--- config.mk ---
export PLATFORM = sky130hd
export DESIGN_NAME = control_fsm_flat
export DESIGN_NICKNAME = d
export VERILOG_FILES = /design/src/rtl/control_fsm_if.sv /design/src/rtl/control_fsm.sv /design/src/flat_wrapper.sv
export SDC_FILE = /design/constraint.sdc
export NUM_CORES = 1
export LEC_CHECK = 0
export CORE_MARGIN = 10
export CORE_UTILIZATION = 55
export DETAILED_ROUTE_END_ITERATION = 12
export DONT_BUFFER_PORTS = 1
export PLACE_DENSITY = 0.73
export REMOVE_ABC_BUFFERS = 1
export SETUP_SLACK_MARGIN = 0.1
export SKIP_LAST_GASP = 1
export SYNTH_ARGS = -nofsm -noshare
export SYNTH_HDL_FRONTEND = slang
export SYNTH_SLANG_ARGS = --single-unit
export TNS_END_PERCENT = 100
--- constraint.sdc ---
create_clock -name clk -period 2.1 [get_ports clk]
set_input_delay 0.105 -clock clk [delete_from_list [all_inputs] [get_ports clk]]
set_output_delay 0.105 -clock clk [all_outputs]
set_load 0.05 [all_outputs]
--- src/rtl/control_fsm_if.sv ---
// Memory request/ready handshake between the multicycle control FSM and memory.
interface control_fsm_if;
  logic mem_req;
  logic mem_write;
  logic adr_src;
  logic mem_ready;

  modport master (output mem_req, output mem_write, output adr_src, input mem_ready);
  modport slave  (input mem_req, input mem_write, input adr_src, output mem_ready);
endinterface

--- src/rtl/control_fsm.sv ---
// Multicycle RV32 control FSM: state register plus decoded control strobes.
// Define CONTROL_FSM_CSR_EN to add the CSR write state for opcode 1110011.
module control_fsm (
  input  logic                 clk,
  input  logic                 resetn,
  control_fsm_if.master        mem,
  input  logic [31:0]          instr,
  input  logic                 branch_taken,
  output logic                 ir_write,
  output logic                 pc_write,
  output logic                 reg_write,
  output logic [1:0]           alu_src_a,
  output logic [1:0]           alu_src_b,
  output logic [1:0]           alu_op,
  output logic [1:0]           result_src,
  output logic                 csr_write,
  output logic                 illegal,
  output logic [3:0]           state
);

  localparam int unsigned STATE_W = 4;
  localparam int unsigned OPC_W   = 7;

  typedef enum logic [STATE_W-1:0] {
    S_FETCH    = 4'd0,
    S_DECODE   = 4'd1,
    S_MEMADR   = 4'd2,
    S_MEMREAD  = 4'd3,
    S_MEMWB    = 4'd4,
    S_MEMWRITE = 4'd5,
    S_EXECR    = 4'd6,
    S_EXECI    = 4'd7,
    S_ALUWB    = 4'd8,
    S_BRANCH   = 4'd9,
    S_JAL      = 4'd10,
    S_JALR     = 4'd11,
    S_LUI      = 4'd12,
    S_AUIPC    = 4'd13
`ifdef CONTROL_FSM_CSR_EN
    , S_CSR    = 4'd14
`endif
  } state_e;

  localparam logic [OPC_W-1:0] OPC_LOAD   = 7'b0000011;
  localparam logic [OPC_W-1:0] OPC_STORE  = 7'b0100011;
  localparam logic [OPC_W-1:0] OPC_RTYPE  = 7'b0110011;
  localparam logic [OPC_W-1:0] OPC_ITYPE  = 7'b0010011;
  localparam logic [OPC_W-1:0] OPC_BRANCH = 7'b1100011;
  localparam logic [OPC_W-1:0] OPC_JAL    = 7'b1101111;
  localparam logic [OPC_W-1:0] OPC_JALR   = 7'b1100111;
  localparam logic [OPC_W-1:0] OPC_LUI    = 7'b0110111;
  localparam logic [OPC_W-1:0] OPC_AUIPC  = 7'b0010111;
`ifdef CONTROL_FSM_CSR_EN
  localparam logic [OPC_W-1:0] OPC_SYSTEM = 7'b1110011;
`endif

  localparam logic [1:0] A_PC     = 2'd0;
  localparam logic [1:0] A_OLDPC  = 2'd1;
  localparam logic [1:0] A_RS1    = 2'd2;
  localparam logic [1:0] A_ZERO   = 2'd3;
  localparam logic [1:0] B_RS2    = 2'd0;
  localparam logic [1:0] B_IMM    = 2'd1;
  localparam logic [1:0] B_FOUR   = 2'd2;
  localparam logic [1:0] OP_ADD   = 2'd0;
  localparam logic [1:0] OP_BRCMP = 2'd1;
  localparam logic [1:0] OP_FUNCT = 2'd2;
  localparam logic [1:0] RES_AOUT = 2'd0;
  localparam logic [1:0] RES_MEM  = 2'd1;
  localparam logic [1:0] RES_ALU  = 2'd2;

  state_e           state_q, state_d;
  logic             jalr_ph_q, jalr_ph_d;
  logic [OPC_W-1:0] opcode;
  logic             unused_instr;

  assign opcode       = instr[OPC_W-1:0];
  assign unused_instr = ^instr[31:OPC_W];
  assign state        = state_q;

  // State and JALR phase registers; reset aborts any transaction in flight.
  always_ff @(posedge clk or negedge resetn) begin
    if (!resetn) begin
      state_q   <= S_FETCH;
      jalr_ph_q <= 1'b0;
    end else begin
      state_q   <= state_d;
      jalr_ph_q <= jalr_ph_d;
    end
  end

  // Next state and control strobes; everything is forced low while in reset.
  always_comb begin
    state_d       = S_FETCH;
    jalr_ph_d     = 1'b0;
    mem.mem_req   = 1'b0;
    mem.mem_write = 1'b0;
    mem.adr_src   = 1'b0;
    ir_write      = 1'b0;
    pc_write      = 1'b0;
    reg_write     = 1'b0;
    alu_src_a     = A_PC;
    alu_src_b     = B_RS2;
    alu_op        = OP_ADD;
    result_src    = RES_AOUT;
    csr_write     = 1'b0;
    illegal       = 1'b0;
    if (resetn) begin
      case (state_q)
        S_FETCH: begin
          mem.mem_req = 1'b1;
          if (mem.mem_ready) begin
            ir_write   = 1'b1;
            pc_write   = 1'b1;
            alu_src_a  = A_PC;
            alu_src_b  = B_FOUR;
            alu_op     = OP_ADD;
            result_src = RES_ALU;
            state_d    = S_DECODE;
          end else begin
            state_d = S_FETCH;
          end
        end
        S_DECODE: begin
          alu_src_a = A_OLDPC;
          alu_src_b = B_IMM;
          alu_op    = OP_ADD;
          case (opcode)
            OPC_LOAD, OPC_STORE: state_d = S_MEMADR;
            OPC_RTYPE:           state_d = S_EXECR;
            OPC_ITYPE:           state_d = S_EXECI;
            OPC_BRANCH:          state_d = S_BRANCH;
            OPC_JAL:             state_d = S_JAL;
            OPC_JALR:            state_d = S_JALR;
            OPC_LUI:             state_d = S_LUI;
            OPC_AUIPC:           state_d = S_AUIPC;
`ifdef CONTROL_FSM_CSR_EN
            OPC_SYSTEM:          state_d = S_CSR;
`endif
            default:             illegal = 1'b1;
          endcase
        end
        S_MEMADR: begin
          alu_src_a = A_RS1;
          alu_src_b = B_IMM;
          alu_op    = OP_ADD;
          if (opcode == OPC_LOAD) begin
            state_d = S_MEMREAD;
          end else if (opcode == OPC_STORE) begin
            state_d = S_MEMWRITE;
          end
        end
        S_MEMREAD: begin
          mem.mem_req = 1'b1;
          mem.adr_src = 1'b1;
          state_d     = mem.mem_ready ? S_MEMWB : S_MEMREAD;
        end
        S_MEMWRITE: begin
          mem.mem_req   = 1'b1;
          mem.mem_write = 1'b1;
          mem.adr_src   = 1'b1;
          state_d       = mem.mem_ready ? S_FETCH : S_MEMWRITE;
        end
        S_MEMWB: begin
          reg_write  = 1'b1;
          result_src = RES_MEM;
        end
        S_EXECR: begin
          alu_src_a = A_RS1;
          alu_src_b = B_RS2;
          alu_op    = OP_FUNCT;
          state_d   = S_ALUWB;
        end
        S_EXECI: begin
          alu_src_a = A_RS1;
          alu_src_b = B_IMM;
          alu_op    = OP_FUNCT;
          state_d   = S_ALUWB;
        end
        S_ALUWB: begin
          reg_write  = 1'b1;
          result_src = RES_AOUT;
        end
        S_BRANCH: begin
          alu_src_a = A_RS1;
          alu_src_b = B_RS2;
          alu_op    = OP_BRCMP;
          if (branch_taken) begin
            pc_write   = 1'b1;
            result_src = RES_AOUT;
          end
        end
        // Target comes from the DECODE result; ALU meanwhile forms old PC+4 for the link.
        S_JAL: begin
          pc_write   = 1'b1;
          result_src = RES_AOUT;
          alu_src_a  = A_OLDPC;
          alu_src_b  = B_FOUR;
          alu_op     = OP_ADD;
          state_d    = S_ALUWB;
        end
        // Phase 0 redirects PC to rs1+imm; phase 1 forms old PC+4 for the link.
        S_JALR: begin
          alu_op = OP_ADD;
          if (!jalr_ph_q) begin
            alu_src_a  = A_RS1;
            alu_src_b  = B_IMM;
            pc_write   = 1'b1;
            result_src = RES_ALU;
            jalr_ph_d  = 1'b1;
            state_d    = S_JALR;
          end else begin
            alu_src_a = A_OLDPC;
            alu_src_b = B_FOUR;
            state_d   = S_ALUWB;
          end
        end
        S_LUI: begin
          alu_src_a = A_ZERO;
          alu_src_b = B_IMM;
          state_d   = S_ALUWB;
        end
        S_AUIPC: begin
          alu_src_a = A_OLDPC;
          alu_src_b = B_IMM;
          state_d   = S_ALUWB;
        end
`ifdef CONTROL_FSM_CSR_EN
        S_CSR: begin
          csr_write  = 1'b1;
          reg_write  = 1'b1;
          result_src = RES_ALU;
        end
`endif
        default: state_d = S_FETCH;
      endcase
    end
  end

endmodule

--- src/flat_wrapper.sv ---
// flat-port wrapper written by rule: the top's interface ports become plain ports
module control_fsm_flat 
  (clk, resetn, instr, branch_taken, ir_write, pc_write, reg_write, alu_src_a, alu_src_b, alu_op, result_src, csr_write, illegal, state, mem_mem_req, mem_mem_write, mem_adr_src, mem_mem_ready);
  control_fsm_if mem_i ();
  input  logic clk;
  input  logic resetn;
  input  logic [31:0] instr;
  input  logic branch_taken;
  output logic ir_write;
  output logic pc_write;
  output logic reg_write;
  output logic [1:0] alu_src_a;
  output logic [1:0] alu_src_b;
  output logic [1:0] alu_op;
  output logic [1:0] result_src;
  output logic csr_write;
  output logic illegal;
  output logic [3:0] state;
  output wire logic [$bits(mem_i.mem_req)-1:0] mem_mem_req;
  output wire logic [$bits(mem_i.mem_write)-1:0] mem_mem_write;
  output wire logic [$bits(mem_i.adr_src)-1:0] mem_adr_src;
  input wire logic [$bits(mem_i.mem_ready)-1:0] mem_mem_ready;
  assign mem_mem_req = mem_i.mem_req;
  assign mem_mem_write = mem_i.mem_write;
  assign mem_adr_src = mem_i.adr_src;
  assign mem_i.mem_ready = mem_mem_ready;
  control_fsm u_core (.clk(clk), .resetn(resetn), .mem(mem_i), .instr(instr), .branch_taken(branch_taken), .ir_write(ir_write), .pc_write(pc_write), .reg_write(reg_write), .alu_src_a(alu_src_a), .alu_src_b(alu_src_b), .alu_op(alu_op), .result_src(result_src), .csr_write(csr_write), .illegal(illegal), .state(state));
endmodule
Word-level counts from Yosys, hierarchy flattened
Cells that the tools add are included.

storage, ports and cells
  register bits after elaboration = 5
  input bits = 36
  output and inout port bits = 20
  logic and storage cells = 76

cells by class
  equality and inequality tests = 22
  muxes and demuxes = 41
  reduce and logical (&&, ||, !) cells = 11

operators by type and width
  kind                                           number
  case mux 4 bit (8 select lines)                1
  case mux 4 bit (7 select lines)                1
  == test 4 bit, second input constant           6
  == test 7 x 6 -> 1 bit, second input constant  3
  == test 7 bit, second input constant           3
  two-way mux 1 bit                              20
  two-way mux 2 bit                              9
  == test 4 x 3 -> 1 bit, second input constant  4
  case mux 2 bit (4 select lines)                2
  == test 7 x 5 -> 1 bit, second input constant  2
  OR reduction 5 bit                             2
  two-way mux 3 bit                              3
  OR reduction 9 bit                             1
  == test 4 x 2 -> 1 bit, second input constant  2
  two-way mux 4 bit                              2
  OR reduction 2 bit                             4
  == test 7 x 2 -> 1 bit, second input constant  1
  case mux 2 bit (3 select lines)                1
  OR reduction 3 bit                             2
  == test 4 x 1 -> 1 bit, second input constant  1
  zero test 4 bit                                1
  case mux 1 bit (4 select lines)                1
  case mux 2 bit (2 select lines)                1
  OR reduction 4 bit                             1

Depth between registers and ports, before layout
Gate-level depths: netlist of the first run.

  word-level depth = 5
  mapped depth = 6
  mapped depth without buffers = 4

Worst setup path after synthesis of the first run
OpenSTA, ideal clock, no wires.

  path kind = reg2out
  start point = register u_core.state_q[2], in the netlist u_core.state[2]
  end point = output port illegal
  data arrival time = 3.108 ns
  required time = 1.995 ns
  slack = -1.113 ns
  stages on the path, launching flop included = 6
  buffers on the path = 1
  path through = dfrtp_1 -> buf_4 -> nand2b_1 -> o21ai_0 -> a211o_1 -> nor4b_1

between the ends
  word-level cells in the longest chain between the ends = 3

ends and longest elaborated chain
  item                      line                source
  start: declaration        control_fsm.sv:71   state_e state_q, state_d;
  start signal: assignment  control_fsm.sv:86   state_q <= state_d;
  == test 4 x 1 -> 1 bit    control_fsm.sv:108  case (state_q)
  two-way mux 1 bit         control_fsm.sv:108
  two-way mux 1 bit         control_fsm.sv:107  if (resetn) begin
  end: declaration          flat_wrapper.sv:17  output logic illegal;

No other way between the ends.

Worst setup path in the final report of the first run
  start point = register u_core.state_q[3], in the netlist u_core.state[3]
  end point = output port pc_write

between the ends
  word-level cells in the longest chain between the ends = 3
  elaborated cells on any way between the ends = 6
  those cells by class = 3 x eq/ne; 2 x mux; 1 x reduce/logical

ends and longest elaborated chain
  item                                                     line                source
  == test 4 bit / zero test 4 bit (equally long branches)  control_fsm.sv:108
  case mux 1 bit (4 select lines) (*)                      control_fsm.sv:108
  two-way mux 1 bit (*)                                    control_fsm.sv:107
  end: declaration                                         flat_wrapper.sv:10  output logic pc_write;

Mark *: on every way between the ends. The rest lies on a longest branch, timed or not.

==> results of run 1 <==
-- cell usage after synthesis (all sizes together) --
| library cell | number | area share (%) |
|---|---|---|
| a21oi | 12 | 8.9 |
| o31ai | 1 | 0.99 |
| clkbuf | 1 | 0.50 |
| or4b | 2 | 3.6 |
| a211o | 1 | 1.2 |
| nand2b | 6 | 5.0 |
| or4 | 1 | 0.99 |
| conb | 1 | 0.50 |
| mux2i | 1 | 1.3 |
| dfrtp | 5 | 17 |
| a31oi | 3 | 2.5 |
| nor4 | 1 | 0.83 |
| or2b | 1 | 1.2 |
| or2 | 1 | 0.83 |
| and2 | 1 | 0.83 |
| nand2 | 12 | 5.9 |
| inv | 4 | 2.0 |
| xnor2 | 1 | 1.2 |
| nor2 | 12 | 5.9 |
| nor4b | 3 | 4.3 |
| or3b | 3 | 3.5 |
| nor3 | 5 | 3.3 |
| o21bai | 1 | 0.99 |
| o22ai | 1 | 0.83 |
| nand4b | 1 | 1.2 |
| buf | 6 | 4.6 |
| nand3b | 3 | 3.0 |
| o21ai | 6 | 4.0 |
| and3 | 3 | 2.5 |
| a211oi | 2 | 3.3 |
| a221oi | 2 | 2.3 |
| nand3 | 2 | 1.3 |
| and4bb | 1 | 1.7 |
| nor2b | 2 | 1.7 |
| a21boi | 1 | 0.99 |
-- flip-flops by register name, summed over array words and instances (netlist names) --
| register | count |
|---|---|
| u_core.jalr_ph_q | 1 |
| u_core.state | 4 |
-- power by group --
| part | switching (mW) | leakage [nW] | internal (mW) | total, mW |
|---|---|---|---|---|
| registers | 0.00287 | 0.0640 | 0.0980 | 0.101 |
| logic | 0.0910 | 0.376 | 0.0540 | 0.145 |
| clock network | 0.0485 | 0.0150 | 0.0724 | 0.121 |
| total | 0.142 | 0.455 | 0.225 | 0.367 |
-- final cells by class --
class	count	area, sq um
fill	90	209
inverter	4	15.0
timing repair buffer	31	279
clock buffer	4	26.3
multi-input combinational	93	624
sequential	5	129
tap	15	18.8
-- worst max-delay path, cell delays in order, from the launching register on --
cell and delay, ns:
dfrtp_2 0.42, buf_12 0.14, or4b_4 0.52, a21oi_4 0.19
a21oi_2 0.05, a211oi_2 0.17, buf_6 0.19
-- kinds of logic after synthesis --
group	count (synthesis)	share of synthesized area [%]
and+or+nand+nor	60	47.4
AOI/OAI and AO/OA	30	26.0
buffers and inverters	11	7.11
DFF	5	16.5
xor gates and xnor gates	1	1.16
muxes	1	1.32
other	1	0.495
-- how the worst max path moves through the flow --
stage / endpoint / slack [ns] / depth (start not counted)
after floorplan: illegal / -1.23 / 4
after global placement: illegal / 0.25 / 5
after detailed placement: illegal / 0.23 / 5
after CTS: pc_write / 0.09 / 6
after global routing: pc_write / -0.01 / 6
final: pc_write / 0.06 / 6
-- cells in the final DEF, fill, tap and decap left out, drive strengths merged, types with 2 or more instances in the layout --
cell type / n
nor2b: 2
o21ai: 6
dfrtp: 5
a221oi: 2
or3b: 3
nand2: 12
a211oi: 2
nand3: 2
nor4b: 3
or4b: 2
nand2b: 6
a21oi: 12
nand3b: 3
nor2: 12
a31oi: 3
nor3: 5
clkbuf: 4
inv: 4
and3: 3
buf: 30
-- stage by stage --
step / setup WS [ns] / TNS (ns) / util, %
4_1_cts: 0.0908 / 0 / 78.2
3_5_place_dp: 0.230 / 0 / 70.7
2_1_floorplan: -1.23 / -4.24 / -
3_3_place_gp: 0.248 / 0 / 70.7
5_1_grt: -0.0135 / -0.0135 / 83.9
6_report: 0.0618 / 0 / 83.9
-- what timing repair did --
action / 4_1_cts / 5_1_grt
pin swaps: 3 / 3
setup endpoints to repair: 3 / 6
resized for setup: 6 / 9
hold buffers: 1 / 0
endpoints found under the hold margin: 6 / 0
buffers inserted: 5 / 4
-- layer usage --
layer  global-route usage (%)  vias up  share of wire, %
met4                     5.70        0               2.0
met1                     18.1      464                39
met2                     25.3       65                48
li1                         -      448                 -
met5                        0        -                 0
met3                     7.52       10                11
==> impl_metrics.sql, run 1 <==
INSERT INTO impl_metrics (metric_group, metric, value, unit) VALUES
('setup_path', 'worst-endpoint-required', '2.00', 'ns'),
('sta', 'max_freq', '491', 'MHz'),
('sta', 'final_hold_viol_count', '0', ''),
('power', 'power.leakage', '0.455', 'nW'),
('detailed_routing', 'vias_per_cell', '6.49', ''),
('layout', 'drive_gt1_share', '38.7', '%'),
('layout', 'area_growth', '44.3', '%'),
('sta', 'rsz0062_at_grt', 'yes', ''),
('sta', 'finalCritPeriodShare', '97.1', '%'),
('power', 'p_total', '0.367', 'mW'),
('global_route', 'globalRoute.totalOverflow', '0', ''),
('placed_design', 'cell_count_post_placement', '138', ''),
('layout', 'antenna_cells_inserted', '0', ''),
('setup_path', 'worst-endpoint-arrival', '1.93', 'ns'),
('job', 'maxCapViolations', '0', ''),
('setup_path', 'startpoint', 'u_core.state[3]$_DFF_PN0_', ''),
('detailed_routing', 'drt-initial-drc-count', '45', ''),
('placed_design', 'buffer_ports.inserted', '0', ''),
('sta', 'clock-skew-final', '0.00233', 'ns'),
('setup_path', 'end_kind', 'output port', ''),
('clock_network', 'clk_path_buf_depth', '2', ''),
('layout', 'final_net_count', '174', ''),
('placed_design', 'placed_cell_area', '920', 'sq um'),
('floorplan', 'floorplan.core_area', '0.00130', 'sq mm'),
('clock_network', 'clock_tree_from_tritoncts', 'built', ''),
('setup_path', 'setup_cp_type', 'reg -> out', ''),
('hold_path', 'hold-path-cell-count', '2', ''),
('sta', 'finalHoldWorstSlack', '0.00567', 'ns'),
('synthesis', 'synth_area_per_cell', '6.94', 'sq um'),
('global_route', 'wire_length_of_the_first_global_routing_pass', '4.49', 'mm'),
('clock_network', 'h-tree-depth', '1', ''),
('clock_network', 'clockRootBuffer', 'clkbuf_4', ''),
('detailed_routing', 'avgRoutedWirePerCell', '19.8', 'um'),
('floorplan', 'die-area', '0.00326', 'sq mm'),
('synthesis', 'distinct_cells_synth', '39', ''),
('floorplan', 'die_h', '57.1', 'um'),
('power', 'vdd_drop_max', '0.000235', 'V'),
('global_route', 'antenna_found_initial', '0', ''),
('setup_path', 'reg2reg_depth', '6', ''),
('global_route', 'globalRouteTotalUtil', '15.9', '%'),
('detailed_routing', 'drc', '0', ''),
('placed_design', 'finalWeightedCongestion', '0.884', ''),
('sta', 'timing.final.crit_period', '2.04', 'ns'),
('detailed_routing', 'wl', '3.02', 'mm'),
('floorplan', 'initial_core_util', '58.2', '%'),
('floorplan', 'pin_count', '56', ''),
('setup_path', 'ff2ff_setup_slack', '0.26', 'ns'),
('hold_path', 'min_to', 'u_core.state[2]$_DFF_PN0_', ''),
('layout', 'layout.cell_area.non_filler', '0.00109', 'sq mm'),
('clock_network', 'tritoncts_num_sinks', '5', ''),
('sta', 'setup_viol', '0', ''),
('clock_network', 'path_clk_slew', '0.05', 'ns'),
('outcome', 'run_status', 'complete, no violations', ''),
('sta', 'final_max_slew_viol_count', '0', ''),
('hold_path', 'holdCritStartpoint', 'instr[5]', ''),
('hold_path', 'min-delay-path-class', 'in -> reg', ''),
('global_route', 'grt_pass1_vias', '955', ''),
('global_route', 'grt_start_max_net_pins', '11', ''),
('synthesis', 'ys_warn_count', '0', ''),
('floorplan', 'row_count', '13', ''),
('detailed_routing', 'drtPass1Iterations', '5', ''),
('power', 'p_per_area', '336', 'mW/mm^2'),
('layout', 'stdcell_count', '152', ''),
('setup_path', 'critPathMaxFanout', '7', ''),
('setup_path', 'reg2reg_from', 'u_core.state[3]$_DFF_PN0_', ''),
('setup_path', 'worst_reg2reg_endpoint', 'u_core.state[2]$_DFF_PN0_', ''),
('synthesis', 'synthesis.area', '757', 'sq um'),
('floorplan', 'die_w', '57.1', 'um'),
('synthesis', 'synth_seq_cells', '5', ''),
('synthesis', 'syn_inst', '109', ''),
('detailed_routing', 'detail-route-antenna-nets', '0', ''),
('clock_network', 'numCtsBuffers', '3', ''),
('clock_network', 'clk_latency', '0.25', 'ns'),
('placed_design', 'place.detailed.hpwl', '1.90', 'mm'),
('synthesis', 'yosysSeqAreaShare', '16.5', '%'),
('detailed_routing', 'route.vias.total', '987', ''),
('setup_path', 'critPathLaunchType', 'flop', '');
(Power assumes the default switching activity.)
==> run 2, diff against run 1 <==
- CELL_PAD_IN_SITES_DETAIL_PLACEMENT: default -> 1
- CELL_PAD_IN_SITES_GLOBAL_PLACEMENT: default -> 1
- CORE_UTILIZATION: 55 -> 39
- CTS_CLUSTER_DIAMETER: default -> 50
- PLACE_DENSITY: 0.73 -> 0.79
==> run 2 against run 1 <==
  * Final area grew 13%
  * First-iteration DRC count rose to 3.3 times the previous value
  * The run now ends with negative hold slack, negative setup slack left
  * Critical endpoint is now alu_src_a[0]
  * Highest routed layer unchanged
  * Register-to-register slack got worse by 0.22 ns
==> impl_metrics.sql, run 2 (synthesized netlist as in run 1, its figures left out) <==
INSERT INTO impl_metrics (metric_group, metric, value, unit) VALUES
('detailed_routing', 'drc', '0', ''),
('layout', 'most_frequent_cells_in_the_layout', 'buf_4 (28), nand2_1 (12), nor2_1 (11)', ''),
('global_route', 'wire_length_of_the_first_global_routing_pass', '6.29', 'mm'),
('clock_network', 'clk_latency', '0.28', 'ns'),
('setup_path', 'number_of_buffer_and_inverter_stages_on_the_critical_path', '3', ''),
('setup_path', 'worst-endpoint-required', '2.00', 'ns'),
('sta', 'max_freq', '472', 'MHz'),
('placed_design', 'finalWeightedCongestion', '0.756', ''),
('layout', 'fin_util', '69.2', '%'),
('placed_design', 'place.detailed.hpwl', '2.31', 'mm'),
('layout', 'drive_gt1_share', '46.9', '%'),
('floorplan', 'row_count', '15', ''),
('setup_path', 'end_kind', 'output port', ''),
('layout', 'antenna_cells_inserted', '0', ''),
('floorplan', 'die_w', '64.1', 'um'),
('global_route', 'grt_pass1_vias', '1188', ''),
('setup_path', 'path_cells', 'buf_4, buf_6, nand2b_1, o21ai_1, nand2_1, a21oi_4, buf_6', ''),
('global_route', 'globalRoute.totalOverflow', '0', ''),
('clock_network', 'clk_path_buf_depth', '2', ''),
('setup_path', 'worst-endpoint-arrival', '2.01', 'ns'),
('sta', 'tns', '-0.0170', 'ns'),
('setup_path', 'crit_path_top_delay_cell', 'dfrtp_2', ''),
('floorplan', 'pin_count', '56', ''),
('sta', 'finalCritPeriodShare', '101', '%'),
('layout', 'max_reg_flops', '4', ''),
('global_route', 'global_route.usage.met2', '33.8', '%'),
('global_route', 'globalRouteTotalUtil', '18.9', '%'),
('layout', 'layout.cells.most_common', 'buf_4', ''),
('job', 'maxCapViolations', '0', ''),
('power', 'p_total', '0.410', 'mW'),
('setup_path', 'timing.critical_path.mode_cell', 'buf_6', ''),
('global_route', 'antenna_found_initial', '0', ''),
('detailed_routing', 'drt-initial-drc-count', '148', ''),
('setup_path', 'critPathTopFamily', 'buffers and inverters', ''),
('clock_network', 'clock_tree_from_tritoncts', 'built', ''),
('placed_design', 'cell_count_post_placement', '150', ''),
('floorplan', 'die_h', '64.1', 'um'),
('setup_path', 'critical_path_max_stage_delay', '0.45', 'ns'),
('power', 'p_per_area', '332', 'mW/mm^2'),
('hold_path', 'min-delay-path-class', 'in -> reg', ''),
('global_route', 'grt_start_max_net_pins', '9', ''),
('global_route', 'grt.met1_usage', '20.1', '%'),
('detailed_routing', 'wl', '4.84', 'mm'),
('layout', 'stdcell_count', '172', ''),
('placed_design', 'buffer_ports.inserted', '0', ''),
('clock_network', 'tritoncts_num_sinks', '5', ''),
('sta', 'final_max_slew_viol_count', '0', ''),
('layout', 'fillCellCount', '200', ''),
('detailed_routing', 'detail-route-antenna-nets', '0', ''),
('global_route', 'groute.layer.met3.usage', '5.05', '%'),
('sta', 'clock-skew-final', '0.00566', 'ns'),
('setup_path', 'critPathMaxFanout', '7', ''),
('clock_network', 'numCtsBuffers', '3', ''),
('sta', 'setup_viol', '1', ''),
('power', 'power.leakage', '0.517', 'nW'),
('global_route', 'grt-busiest-layer', 'met2', ''),
('layout', 'final_net_count', '184', ''),
('power', 'vdd_drop_max', '0.000249', 'V'),
('layout', 'area_growth', '63.0', '%'),
('sta', 'rsz0062_at_grt', 'yes', ''),
('floorplan', 'floorplan.core_area', '0.00178', 'sq mm'),
('sta', 'final_hold_viol_count', '1', ''),
('clock_network', 'path_clk_slew', '0.05', 'ns'),
('detailed_routing', 'route.vias.total', '1174', ''),
('setup_path', 'critPathLaunchType', 'flop', ''),
('floorplan', 'initial_core_util', '42.5', '%'),
('floorplan', 'die-area', '0.00410', 'sq mm'),
('clock_network', 'h-tree-depth', '1', ''),
('outcome', 'run_status', 'finished with violations', ''),
('detailed_routing', 'vias_per_cell', '6.83', ''),
('outcome', 'violations', 'negative hold slack, negative setup slack', ''),
('sta', 'timing.final.crit_period', '2.12', 'ns'),
('sta', 'finalHoldWorstSlack', '-0.000814', 'ns'),
('clock_network', 'clockRootBuffer', 'clkbuf_4', ''),
('sta', 'post-route-worst-setup-slack', '-0.0170', 'ns'),
('detailed_routing', 'avgRoutedWirePerCell', '28.1', 'um'),
('detailed_routing', 'drtPass1Iterations', '4', ''),
('setup_path', 'setup_cp_type', 'reg -> out', '');
[run 2: cell types whose count changed in the layout (fill, tap and decap cells not counted), sizes merged]
cell / previous run / this run
buf: 30 / 40
[run 2: area by class of cell]
cell class,count,area [sq um],area share [%]
clock buffer,4,26.3,2.13
multi-input combinational,93,658,53.3
tap,25,31.3,2.54
timing repair buffer,41,373,30.2
sequential,5,130,10.5
inverter,4,15.0,1.22
[run 2: where the power goes]
group / internal (mW) / switching, mW
clock network: 0.0734 / 0.0632
logic: 0.0632 / 0.109
registers: 0.0981 / 0.00237
total: 0.235 / 0.175
[run 2: stage by stage]
step                      instance area [sq um]  worst slack (ns)
final                                      1230           -0.0170
after global routing                       1230           -0.0645
after CTS                                  1130            0.0874
after detailed placement                    947             0.211
after global placement                      947             0.278
after floorplan                             718             -1.23
[run 2: layer usage]
layer | vias to the layer above | part of all wire [%]
met4 | 0 | 6.7
met5 | - | 0
met2 | 104 | 48
met1 | 564 | 35
met3 | 36 | 10
li1 | 470 | -
[run 2: worst register-to-register path, cell delays in order, from the launching register on]
cell and delay (ns):
dfrtp_2 0.46, buf_6 0.15, or4b_4 0.58, buf_6 0.16, buf_4 0.15, nor4b_2 0.25, a31oi_1 0.11, a21oi_2 0.15
[run 2: worst paths after layout]
kind | depth (start not counted) | end | from | slack [ns]
worst max-delay path | 7 | alu_src_a[0] | u_core.state[2]$_DFF_PN0_ | -0.02
worst min-delay path | 2 | u_core.state[2]$_DFF_PN0_ | instr[5] | -0.0008
worst max register to register | 7 | u_core.state[2]$_DFF_PN0_ | u_core.state[3]$_DFF_PN0_ | 0.04
worst min register to register | 1 | u_core.jalr_ph_q$_DFF_PN0_ | u_core.jalr_ph_q$_DFF_PN0_ | 0.68
max in group asynchronous | 1 | u_core.state[3]$_DFF_PN0_ | resetn | 1.68
min in group asynchronous | 1 | u_core.jalr_ph_q$_DFF_PN0_ | resetn | 0.15
[run 2: repair_timing]
action	in CTS	in global routing
resized for setup	13	18
setup buffers	14	3
pin swaps	7	5
endpoints found under the setup margin	5	9
hold endpoints to repair	5	0
hold buffers	1	0
